### config.mk
export PLATFORM = sky130hd
export DESIGN_NAME = ds18b20_sequencer_flat
export DESIGN_NICKNAME = d
export VERILOG_FILES = /design/src/rtl/ow_pkg.sv /design/src/rtl/ds18b20_sequencer_if.sv /design/src/rtl/ow_crc8.sv /design/src/rtl/ds18b20_sequencer.sv /design/src/flat_wrapper.sv
export SDC_FILE = /design/constraint.sdc
export NUM_CORES = 1
export LEC_CHECK = 0
export CAP_MARGIN = 40
export CORE_MARGIN = 1
export CORE_UTILIZATION = 44
export CTS_BUF_LIST = sky130_fd_sc_hd__clkbuf_8
export DETAILED_ROUTE_END_ITERATION = 8
export DONT_BUFFER_PORTS = 1
export PLACE_DENSITY = 0.57
export SYNTH_ARGS = -nofsm -noshare
export SYNTH_HDL_FRONTEND = slang
export SYNTH_SLANG_ARGS = --single-unit
### constraint.sdc
create_clock -name clk -period 2.5 [get_ports clk]
set_input_delay 0.5 -clock clk [delete_from_list [all_inputs] [get_ports clk]]
set_output_delay 0.5 -clock clk [all_outputs]
set_load 0.01 [all_outputs]
### src/rtl/ow_pkg.sv
// Shared command bytes, FSM encodings and the Dallas/Maxim CRC-8 step used by
// the DS18B20 measurement sequencer.
package ow_pkg;

  localparam logic [7:0] OW_CMD_SKIP_ROM     = 8'hCC;
  localparam logic [7:0] OW_CMD_CONVERT_T    = 8'h44;
  localparam logic [7:0] OW_CMD_READ_SCRATCH = 8'hBE;
  localparam int         SCRATCH_BYTES       = 9;

  typedef enum logic [3:0] {
    ST_IDLE   = 4'd0,
    ST_RST1   = 4'd1,
    ST_SKIP1  = 4'd2,
    ST_CONV   = 4'd3,
    ST_WAIT   = 4'd4,
    ST_RST2   = 4'd5,
    ST_SKIP2  = 4'd6,
    ST_RDCMD  = 4'd7,
    ST_RDBYTE = 4'd8,
    ST_CHECK  = 4'd9,
    ST_ERROR  = 4'd10
  } seq_state_t;

  typedef enum logic [1:0] {
    PH_ISSUE = 2'd0,
    PH_WHI   = 2'd1,
    PH_WLO   = 2'd2
  } cmd_phase_t;

  // One byte through x^8+x^5+x^4+1, LSB first (reflected polynomial 0x8C).
  function automatic logic [7:0] crc8_next(input logic [7:0] crc, input logic [7:0] din);
    logic [7:0] c;
    c = crc;
    for (int i = 0; i < 8; i++) begin
      if (c[0] ^ din[i]) c = (c >> 1) ^ 8'h8C;
      else               c = c >> 1;
    end
    return c;
  endfunction

endpackage

### src/rtl/ds18b20_sequencer_if.sv
// Command/result bus between the DS18B20 sequencer (master) and the one_wire
// byte engine (slave).
interface ds18b20_sequencer_if;
  logic       ow_reset;
  logic       ow_write_byte;
  logic       ow_read_byte;
  logic [7:0] ow_in_byte;
  logic       ow_busy;
  logic       ow_presense;
  logic [7:0] ow_out_byte;

  modport master (
    output ow_reset, ow_write_byte, ow_read_byte, ow_in_byte,
    input  ow_busy, ow_presense, ow_out_byte
  );

  modport slave (
    input  ow_reset, ow_write_byte, ow_read_byte, ow_in_byte,
    output ow_busy, ow_presense, ow_out_byte
  );
endinterface

### src/rtl/ow_crc8.sv
// Registered Dallas/Maxim CRC-8 accumulator, one byte per enabled cycle.
module ow_crc8 import ow_pkg::*; (
  input  logic       clk,
  input  logic       rst_n,
  input  logic       clr,
  input  logic       en,
  input  logic [7:0] din,
  output logic [7:0] crc
);

  logic [7:0] r_crc;
  logic [7:0] w_crc_nxt;

  assign w_crc_nxt = crc8_next(r_crc, din);

  always_ff @(posedge clk or negedge rst_n) begin
    if (!rst_n)   r_crc <= 8'h00;
    else if (clr) r_crc <= 8'h00;
    else if (en)  r_crc <= w_crc_nxt;
  end

  assign crc = r_crc;

endmodule

### src/rtl/ds18b20_sequencer.sv
// Runs one DS18B20 conversion + scratchpad read per start request through the
// one_wire byte engine and publishes the raw temperature with error flags.
module ds18b20_sequencer import ow_pkg::*; #(
  parameter int CLK_MHZ      = 24,
  parameter int CONV_WAIT_MS = 750,
  parameter int BUSY_TIMEOUT = 15
) (
  input  logic                clk,
  input  logic                rst_n,
  input  logic                start,
  output logic                busy,
  output logic [15:0]         temp,
  output logic                temp_valid,
  output logic                err_presence,
  output logic                err_crc,
  output logic                err_timeout,
  ds18b20_sequencer_if.master ow
);

  localparam int US_W  = $clog2(CLK_MHZ + 1);
  localparam int MS_W  = $clog2(CONV_WAIT_MS + 1);
  localparam int TMO_W = $clog2(BUSY_TIMEOUT + 1);
  localparam int SH_W  = 8 * SCRATCH_BYTES;

  localparam logic [US_W-1:0]  US_LAST  = US_W'(CLK_MHZ - 1);
  localparam logic [MS_W-1:0]  MS_LAST  = MS_W'(CONV_WAIT_MS - 1);
  localparam logic [TMO_W-1:0] TMO_LAST = TMO_W'(BUSY_TIMEOUT - 1);
  localparam logic [9:0]       MSIN_LAST = 10'd999;
  localparam logic [3:0]       IDX_LAST  = 4'(SCRATCH_BYTES - 1);

  function automatic logic is_cmd(input seq_state_t s);
    return (s == ST_RST1) || (s == ST_SKIP1) || (s == ST_CONV) || (s == ST_RST2) ||
           (s == ST_SKIP2) || (s == ST_RDCMD) || (s == ST_RDBYTE);
  endfunction

  function automatic logic [7:0] cmd_byte(input seq_state_t s);
    case (s)
      ST_SKIP1, ST_SKIP2: return OW_CMD_SKIP_ROM;
      ST_CONV:            return OW_CMD_CONVERT_T;
      ST_RDCMD:           return OW_CMD_READ_SCRATCH;
      default:            return 8'h00;
    endcase
  endfunction

  seq_state_t       r_state, w_state_nxt;
  cmd_phase_t       r_phase, w_phase_nxt;
  logic [TMO_W-1:0] r_tmo, w_tmo_nxt;
  logic [US_W-1:0]  r_us, w_us_nxt;
  logic [9:0]       r_msin, w_msin_nxt;
  logic [MS_W-1:0]  r_ms, w_ms_nxt;
  logic [3:0]       r_idx, w_idx_nxt;
  logic [SH_W-1:0]  r_shadow;
  logic [7:0]       r_in_byte;
  logic             r_busy, w_busy_nxt;
  logic [15:0]      r_temp, w_temp_nxt;
  logic             r_temp_valid, w_tv_nxt;
  logic             r_err_p, w_err_p_nxt;
  logic             r_err_c, w_err_c_nxt;
  logic             r_err_t, w_err_t_nxt;
  logic             w_issue, w_done, w_cap, w_crc_clr, w_crc_en;
  logic [7:0]       w_crc;

  ow_crc8 u_crc (
    .clk   (clk),
    .rst_n (rst_n),
    .clr   (w_crc_clr),
    .en    (w_crc_en),
    .din   (ow.ow_out_byte),
    .crc   (w_crc)
  );

  always_comb begin
    w_state_nxt = r_state;
    w_phase_nxt = r_phase;
    w_tmo_nxt   = r_tmo;
    w_us_nxt    = r_us;
    w_msin_nxt  = r_msin;
    w_ms_nxt    = r_ms;
    w_idx_nxt   = r_idx;
    w_busy_nxt  = r_busy;
    w_temp_nxt  = r_temp;
    w_tv_nxt    = 1'b0;
    w_err_p_nxt = r_err_p;
    w_err_c_nxt = r_err_c;
    w_err_t_nxt = r_err_t;
    w_issue     = 1'b0;
    w_done      = 1'b0;
    w_cap       = 1'b0;
    w_crc_clr   = 1'b0;
    w_crc_en    = 1'b0;

    // Shared handshake; the ISSUE cycle itself counts toward the busy timeout.
    if (is_cmd(r_state)) begin
      unique case (r_phase)
        PH_ISSUE: if (!ow.ow_busy) begin
          w_issue     = 1'b1;
          w_phase_nxt = PH_WHI;
          w_tmo_nxt   = TMO_W'(1);
        end
        PH_WHI: begin
          if (ow.ow_busy) begin
            w_phase_nxt = PH_WLO;
          end else if (r_tmo >= TMO_LAST) begin
            w_err_t_nxt = 1'b1;
            w_phase_nxt = PH_ISSUE;
            w_state_nxt = ST_ERROR;
          end else begin
            w_tmo_nxt = r_tmo + TMO_W'(1);
          end
        end
        PH_WLO: if (!ow.ow_busy) begin
          w_done      = 1'b1;
          w_phase_nxt = PH_ISSUE;
        end
        default: w_phase_nxt = PH_ISSUE;
      endcase
    end

    unique case (r_state)
      ST_IDLE: if (start) begin
        w_err_p_nxt = 1'b0;
        w_err_c_nxt = 1'b0;
        w_err_t_nxt = 1'b0;
        w_busy_nxt  = 1'b1;
        w_crc_clr   = 1'b1;
        w_phase_nxt = PH_ISSUE;
        w_state_nxt = ST_RST1;
      end
      ST_RST1, ST_RST2: if (w_done) begin
        if (!ow.ow_presense) begin
          w_err_p_nxt = 1'b1;
          w_state_nxt = ST_ERROR;
        end else begin
          w_state_nxt = (r_state == ST_RST1) ? ST_SKIP1 : ST_SKIP2;
        end
      end
      ST_SKIP1: if (w_done) w_state_nxt = ST_CONV;
      ST_CONV: if (w_done) begin
        w_us_nxt    = '0;
        w_msin_nxt  = '0;
        w_ms_nxt    = '0;
        w_state_nxt = ST_WAIT;
      end
      ST_WAIT: begin
        if (r_us == US_LAST) begin
          w_us_nxt = '0;
          if (r_msin == MSIN_LAST) begin
            w_msin_nxt = '0;
            if (r_ms == MS_LAST) w_state_nxt = ST_RST2;
            else                 w_ms_nxt    = r_ms + MS_W'(1);
          end else begin
            w_msin_nxt = r_msin + 10'd1;
          end
        end else begin
          w_us_nxt = r_us + US_W'(1);
        end
      end
      ST_SKIP2: if (w_done) w_state_nxt = ST_RDCMD;
      ST_RDCMD: if (w_done) begin
        w_idx_nxt   = '0;
        w_state_nxt = ST_RDBYTE;
      end
      ST_RDBYTE: if (w_done) begin
        w_cap    = 1'b1;
        w_crc_en = 1'b1;
        if (r_idx == IDX_LAST) w_state_nxt = ST_CHECK;
        else                   w_idx_nxt   = r_idx + 4'd1;
      end
      // An all-zero scratchpad has a zero residue too; that is a stuck-low bus.
      ST_CHECK: begin
        if ((w_crc == 8'h00) && (|r_shadow)) begin
          w_temp_nxt  = r_shadow[15:0];
          w_tv_nxt    = 1'b1;
          w_busy_nxt  = 1'b0;
          w_state_nxt = ST_IDLE;
        end else begin
          w_err_c_nxt = 1'b1;
          w_state_nxt = ST_ERROR;
        end
      end
      ST_ERROR: begin
        w_busy_nxt  = 1'b0;
        w_state_nxt = ST_IDLE;
      end
      default: w_state_nxt = ST_IDLE;
    endcase
  end

  always_ff @(posedge clk or negedge rst_n) begin
    if (!rst_n) begin
      r_state      <= ST_IDLE;
      r_phase      <= PH_ISSUE;
      r_tmo        <= '0;
      r_us         <= '0;
      r_msin       <= '0;
      r_ms         <= '0;
      r_idx        <= '0;
      r_shadow     <= '0;
      r_in_byte    <= 8'h00;
      r_busy       <= 1'b0;
      r_temp       <= 16'h0000;
      r_temp_valid <= 1'b0;
      r_err_p      <= 1'b0;
      r_err_c      <= 1'b0;
      r_err_t      <= 1'b0;
    end else begin
      r_state      <= w_state_nxt;
      r_phase      <= w_phase_nxt;
      r_tmo        <= w_tmo_nxt;
      r_us         <= w_us_nxt;
      r_msin       <= w_msin_nxt;
      r_ms         <= w_ms_nxt;
      r_idx        <= w_idx_nxt;
      r_in_byte    <= cmd_byte(w_state_nxt);
      r_busy       <= w_busy_nxt;
      r_temp       <= w_temp_nxt;
      r_temp_valid <= w_tv_nxt;
      r_err_p      <= w_err_p_nxt;
      r_err_c      <= w_err_c_nxt;
      r_err_t      <= w_err_t_nxt;
      if (w_cap) r_shadow[{r_idx, 3'b000} +: 8] <= ow.ow_out_byte;
    end
  end

  assign ow.ow_reset      = w_issue && ((r_state == ST_RST1) || (r_state == ST_RST2));
  assign ow.ow_write_byte = w_issue && ((r_state == ST_SKIP1) || (r_state == ST_CONV) ||
                                        (r_state == ST_SKIP2) || (r_state == ST_RDCMD));
  assign ow.ow_read_byte  = w_issue && (r_state == ST_RDBYTE);
  assign ow.ow_in_byte    = r_in_byte;

  assign busy         = r_busy;
  assign temp         = r_temp;
  assign temp_valid   = r_temp_valid;
  assign err_presence = r_err_p;
  assign err_crc      = r_err_c;
  assign err_timeout  = r_err_t;

endmodule
### src/flat_wrapper.sv
// flat-port wrapper written by rule: the top's interface ports become plain ports
module ds18b20_sequencer_flat import ow_pkg::*;
#(
  parameter int CLK_MHZ      = 24,
  parameter int CONV_WAIT_MS = 750,
  parameter int BUSY_TIMEOUT = 15
)
  (clk, rst_n, start, busy, temp, temp_valid, err_presence, err_crc, err_timeout, ow_ow_reset, ow_ow_write_byte, ow_ow_read_byte, ow_ow_in_byte, ow_ow_busy, ow_ow_presense, ow_ow_out_byte);
  ds18b20_sequencer_if ow_i ();
  input  logic clk;
  input  logic rst_n;
  input  logic start;
  output logic busy;
  output logic [15:0] temp;
  output logic temp_valid;
  output logic err_presence;
  output logic err_crc;
  output logic err_timeout;
  output wire logic [$bits(ow_i.ow_reset)-1:0] ow_ow_reset;
  output wire logic [$bits(ow_i.ow_write_byte)-1:0] ow_ow_write_byte;
  output wire logic [$bits(ow_i.ow_read_byte)-1:0] ow_ow_read_byte;
  output wire logic [$bits(ow_i.ow_in_byte)-1:0] ow_ow_in_byte;
  input wire logic [$bits(ow_i.ow_busy)-1:0] ow_ow_busy;
  input wire logic [$bits(ow_i.ow_presense)-1:0] ow_ow_presense;
  input wire logic [$bits(ow_i.ow_out_byte)-1:0] ow_ow_out_byte;
  assign ow_ow_reset = ow_i.ow_reset;
  assign ow_ow_write_byte = ow_i.ow_write_byte;
  assign ow_ow_read_byte = ow_i.ow_read_byte;
  assign ow_ow_in_byte = ow_i.ow_in_byte;
  assign ow_i.ow_busy = ow_ow_busy;
  assign ow_i.ow_presense = ow_ow_presense;
  assign ow_i.ow_out_byte = ow_ow_out_byte;
  ds18b20_sequencer #(.CLK_MHZ(CLK_MHZ), .CONV_WAIT_MS(CONV_WAIT_MS), .BUSY_TIMEOUT(BUSY_TIMEOUT)) u_core (.clk(clk), .rst_n(rst_n), .start(start), .busy(busy), .temp(temp), .temp_valid(temp_valid), .err_presence(err_presence), .err_crc(err_crc), .err_timeout(err_timeout), .ow(ow_i));
endmodule
* After elaboration in Yosys (flattened, before gate mapping)
Index checks and enable logic that the tools add are counted.
Word-level totals: output and inout port bits 32, word-level logic and storage cells 196, bits of input ports 13, flip-flop bits (word level) 148
Operators by class: reductions and logical operators 36, order comparisons 1, equal/unequal tests 35, add/sub/neg operators 6, bitwise operators 16, shifts and indexed selects 2, muxes and demuxes 84
Operators by type and width (count):
- 4-bit 2-to-1 mux | 23
- 8-bit 2-to-1 mux | 10
- 72-bit bitwise mux | 1
- 72-bit OR reduction | 1
- 8-bit by 9-bit variable shift with 72-bit output, first input constant | 1
- 8-bit by 9-bit variable part select with 72-bit output | 1
- 10-bit 2-to-1 mux | 6
- 10-bit case mux with 2 select lines | 2
- 4-bit case mux with 9 select lines | 1
- 4-bit by 3-bit equality test with 1-bit output, second input constant | 6
- 2-bit NOT with 3-bit output | 8
- 8-bit case mux with 3 select lines | 1
- 1-bit 2-to-1 mux | 23
- 10-bit by 1-bit adder with 10-bit output, second input constant | 2
- 10-bit equality test, second input constant | 2
- 4-bit by 2-bit equality test with 1-bit output, second input constant | 4
- 4-bit equality test, second input constant | 4
- 2-bit != test, second input constant | 8
- 4-bit case mux with 2 select lines | 2
- 2-bit 2-to-1 mux | 7
- 2-bit by 1-bit != test with 1-bit output, second input constant | 7
- 2-bit nonzero test | 6
- 1-bit logical OR | 10
- 5-bit 2-to-1 mux | 2
- other kinds (24) | 42

* Logic depth before layout (Yosys ltp)
depth after elaboration 18, mapped depth 9, mapped depth without buffers 7

* Cells and area by module
From an unflattened synthesis, not the netlist that was laid out.
Second synthesis, totals: cell total of the unflattened synthesis 624, area, all modules 7081.8 µm²
By module, submodules not included:
- ds18b20_sequencer | area an instance 6473.7 µm², sequential area each 3403.3 µm², cells an instance 573, times used 1
- ow_crc8 | area an instance 608.1 µm², sequential area each 200.2 µm², cells an instance 51, times used 1

* Worst setup path before layout
Ideal clock, no wire load.
path type register to output, start reg u_core.r_state[0], end out ow_ow_reset, required time 2000 ps, arrival time 1823 ps, path slack 177 ps, cell stages (with the launch flop) 6, buffers on the path 1, path through dfrtp_1 buf_2 nor4b_4 nor2_1 or4_1 nor3_1
Between the ends: word-level cells in the longest chain between the ends 9, elaborated cells on any way between the ends 16, those cells by class 7 x eq/ne; 1 x mux; 8 x reduce/logical
Ends and longest elaborated chain:
- from (decl) | line ds18b20_sequencer.sv:45 | seq_state_t r_state, w_state_nxt;
- from (signal assigned) | line ds18b20_sequencer.sv:207 | r_state <= w_state_nxt;
- 4-bit by 1-bit equality test with 1-bit output or 4-bit by 2-bit equality test with 1-bit output (tied branches) | line ds18b20_sequencer.sv:32, ds18b20_sequencer.sv:225
- 1-bit logical OR (4 in a row) | line ds18b20_sequencer.sv:32 | return (s == ST_RST1) || (s == ST_SKIP1) || (s == ST_CONV) || (s == ST_RST2) ||
- 1-bit logical OR (2 in a row) | line ds18b20_sequencer.sv:33 | (s == ST_SKIP2) || (s == ST_RDCMD) || (s == ST_RDBYTE);
- 1-bit 2-to-1 mux | line ds18b20_sequencer.sv:93 | if (is_cmd(r_state)) begin
- 1-bit logical AND (*) | line ds18b20_sequencer.sv:225 | assign ow.ow_reset = w_issue && ((r_state == ST_RST1) || (r_state == ST_RST2));
- to (decl) | line flat_wrapper.sv:19 | output wire logic [$bits(ow_i.ow_reset)-1:0] ow_ow_reset;
Mark *: on every way between the ends. The rest lies on a longest branch, timed or not.

* Worst setup path in the final report
Ends and elaborated chain as after synthesis.

==> impl_metrics.ini <==
[floorplan]
die_y_um = 128
initial_core_util_pct = 45.5
core_area_sq_mm = 0.0153
dieWidth_um = 128
pin_count = 45
rows = 45
dieArea_sq_mm = 0.0163

[yosys]
synth_most_common_cell = dfrtp_1
yosys.area.top_type = dfrtp_1
ys.flop_type = dfrtp_1
synthTopCellsByArea = dfrtp_1 (52%), mux2_2 (14%), o21ai_0 (2.6%)
yosys-top-cells-count = dfrtp_1 (144), mux2_2 (88), nand2_1 (42)
synth_cell_type_count = 63
yosysSeqAreaShare_pct = 51.7
synth.avg_cell_area_sq_um = 11.3
synth.top_cell.area_share_pct = 51.7
synth_fp_nets = 640
yosys_warnings = 0
postSynthCellCount = 618
ys_ff_latch = 144
synth_area_sq_mm = 0.00697
synth_edf_count = 0
async_reset_ff_share_pct = 100

[cts]
clk_latency_ns = 0.46
cts.sinks = 144
cts_tree = built
numCtsBuffers = 17
clockBufferDepth = 2
root_buffer = clkbuf_8
htreeDepth = 4
path_clk_slew_ns = 0.08

[setup_path]
arrival_ns = 2.12
crit_family = simple AND/OR/NAND/NOR gates
cp-end-kind = output pin
path_cells = buf_12 > nor4b_4 > nor2_1 > or4_4 > nor3_2 > buf_4
cp_max_fo = 4
cp_num_cells = 6
critPathBufInv = 2
startpoint_type = flop
path_class = reg -> out
slowest_stage = or4_4
crit_required_ns = 2.00
cpPeakStageDelay_ns = 0.48
ff2ff_path_depth = 8

[drt]
vias = 4875
dr.first_iter.drc_count = 253
drt_wl_total_um = 15500
drc_errors = 0
viasPerCell = 5.58
firstDrtPassIters = 6
ant_nets = 0
wl_per_cell_um = 17.8

[timing]
slew_headroom_pct = 53.6
period_share_pct = 105
hold_viol_final = 144
drv_slew = 0
whs_ns = -0.268
finClkSkew_ns = 0.00880
period_minus_slack_ns = 2.62
rsz0062_at_grt = true
finalSetupTns_ns = -0.239
fmax_mhz = 381
worstMarginPinSlew_ns = 0.696
fin_ws_ns = -0.121
setup_viol = 2

[grt]
grtUsageTotal_pct = 20.7
grt_max_degree = 145
grt-ovfl-total = 0
grt_pass1_vias = 4919
grt_pass1_wl_um = 25700
antenna_found_initial = 0

[final_layout]
fin_cells = 873
drive_gt1_share_pct = 27.5
final_nets = 671
area_delta_synth_final_pct = 14.1
n_antenna_cell = 0
nFillCells = 1364

[placed_design]
post-place-ws_ns = 0.0282
place.gp.congestion = 0.834
placedCellCount = 833
port_buffers = 0
hpwlAfterDp_um = 10400

[worst_hold_path]
hold_path.class = in -> async

[outcome]
status = complete, but fails checks
violations = negative hold slack, negative setup slack

[pwr]
p_leak_uw = 0.00376
ir_worst_vdd_mv = 0.406
power_density_mw_per_mm2 = 793

[job]
maxCapViolCount = 0
==> worst paths after layout <==
| kind | startpoint | to | slack (ns) |
|---|---|---|---|
| worst max-delay path | u_core.r_state[0] | ow_ow_reset | -0.12 |
| max in group asynchronous | rst_n | u_core.r_idx[0] | 2.52 |
| worst max register to register | u_core.r_state[1] | u_core.r_shadow[38] | 0.17 |
| worst min-delay path | rst_n | u_core.r_shadow[21] | -0.27 |
| worst min register to register | u_core.r_us[4] | u_core.r_us[4] | 0.49 |
| min in group clk | ow_ow_presense | u_core.err_presence | 0.14 |
==> repair_timing <==
| item | in CTS | in global routing |
|---|---|---|
| endpoints found under the hold margin | 144 | 144 |
| setup endpoints to repair | 3 | 48 |
| gates cloned | 0 | 0 |
| gates resized for setup | 6 | 7 |
| setup buffers | 7 | 1 |
| pin swaps | 1 | 1 |
==> cells by family after synthesis <==
logic type	after synthesis	share of synthesized area (%)
multiplexers	93	14.9
AND/OR/NAND/NOR	209	17.1
XOR/XNOR	23	2.89
flip-flops	144	51.7
adder cells (fa/ha/maj)	9	1.62
buffers and inverters	45	3.05
other	1	0.0538
AO/OA/AOI/OAI	94	8.60
==> final cells by class <==
type                    count  area, sq um  area share [%]
inverters                  15         56.3           0.708
flip-flops and latches    144         3600            45.3
multi-input cells         429         3200            40.2
repair buffers             42          344            4.33
clock inverters            13          223            2.80
clock buffers              19          262            3.29
well taps                 211          264            3.32
==> worst register-to-register path, delay by kind of cell (launching register included) <==
kind | cells | cell delay, ns
simple gates | 4 | 1.04
buf+inv | 3 | 0.46
mux | 1 | 0.34
flops | 1 | 0.39
==> where the power goes <==
group	leakage, uW	switching [uW]	total [uW]	internal [uW]
sequential	0.00198	165	2670	2500
combinational	0.00154	771	1410	635
clock	0.000244	963	2230	1270
==> state kept, by name, indices dropped and copies added, names as in the netlist, 2 cells and up <==
register              cells
u_core.r_shadow          72
u_core.r_us               5
u_core.r_state            4
u_core.r_ms              10
u_core.u_crc.crc          8
u_core.ow.ow_in_byte      4
u_core.temp              16
u_core.r_msin            10
u_core.r_tmo              4
u_core.r_phase            2
u_core.r_idx              4
==> per-layer routing <==
layer / global-route usage [%] / vias to the layer above / wire length (um)
li1: - / 2310 / -
met1: 26.9 / 2470 / 7260
met2: 33.2 / 80 / 7480
met3: 5.68 / 15 / 609
met4: 6.99 / 0 / 200
met5: 0 / - / 0
==> stage by stage <==
step                util (%)  area (sq um)  total power, uW
floorplan                  -          6970             3560
global placement        48.0          7350             3950
detailed placement      48.0          7360             3980
CTS                     51.7          7920             6330
global route            51.9          7950             6630
finish                  51.9          7950             6300
==> layout by cell type (no fill, tap or decap), types with 4 or more instances in the layout <==
master	count
nand2b_1	9
mux2_2	88
bufinv_16	5
xor2_1	9
dfrtp_1	143
inv_6	4
nand3_1	20
a31oi_1	5
nor3_1	5
inv_1	15
o21ai_0	36
nand3b_1	4
o41ai_1	4
nor2b_1	7
ha_1	9
mux2i_1	5
nor2_1	26
xnor2_1	14
clkbuf_8	19
nand4_1	12
a21oi_1	14
and3_1	16
o31ai_1	14
nor4_1	23
nand2_1	42
and2_1	12
buf_4	39
or4_1	8
No activity file was read; power rests on OpenSTA's default activity.
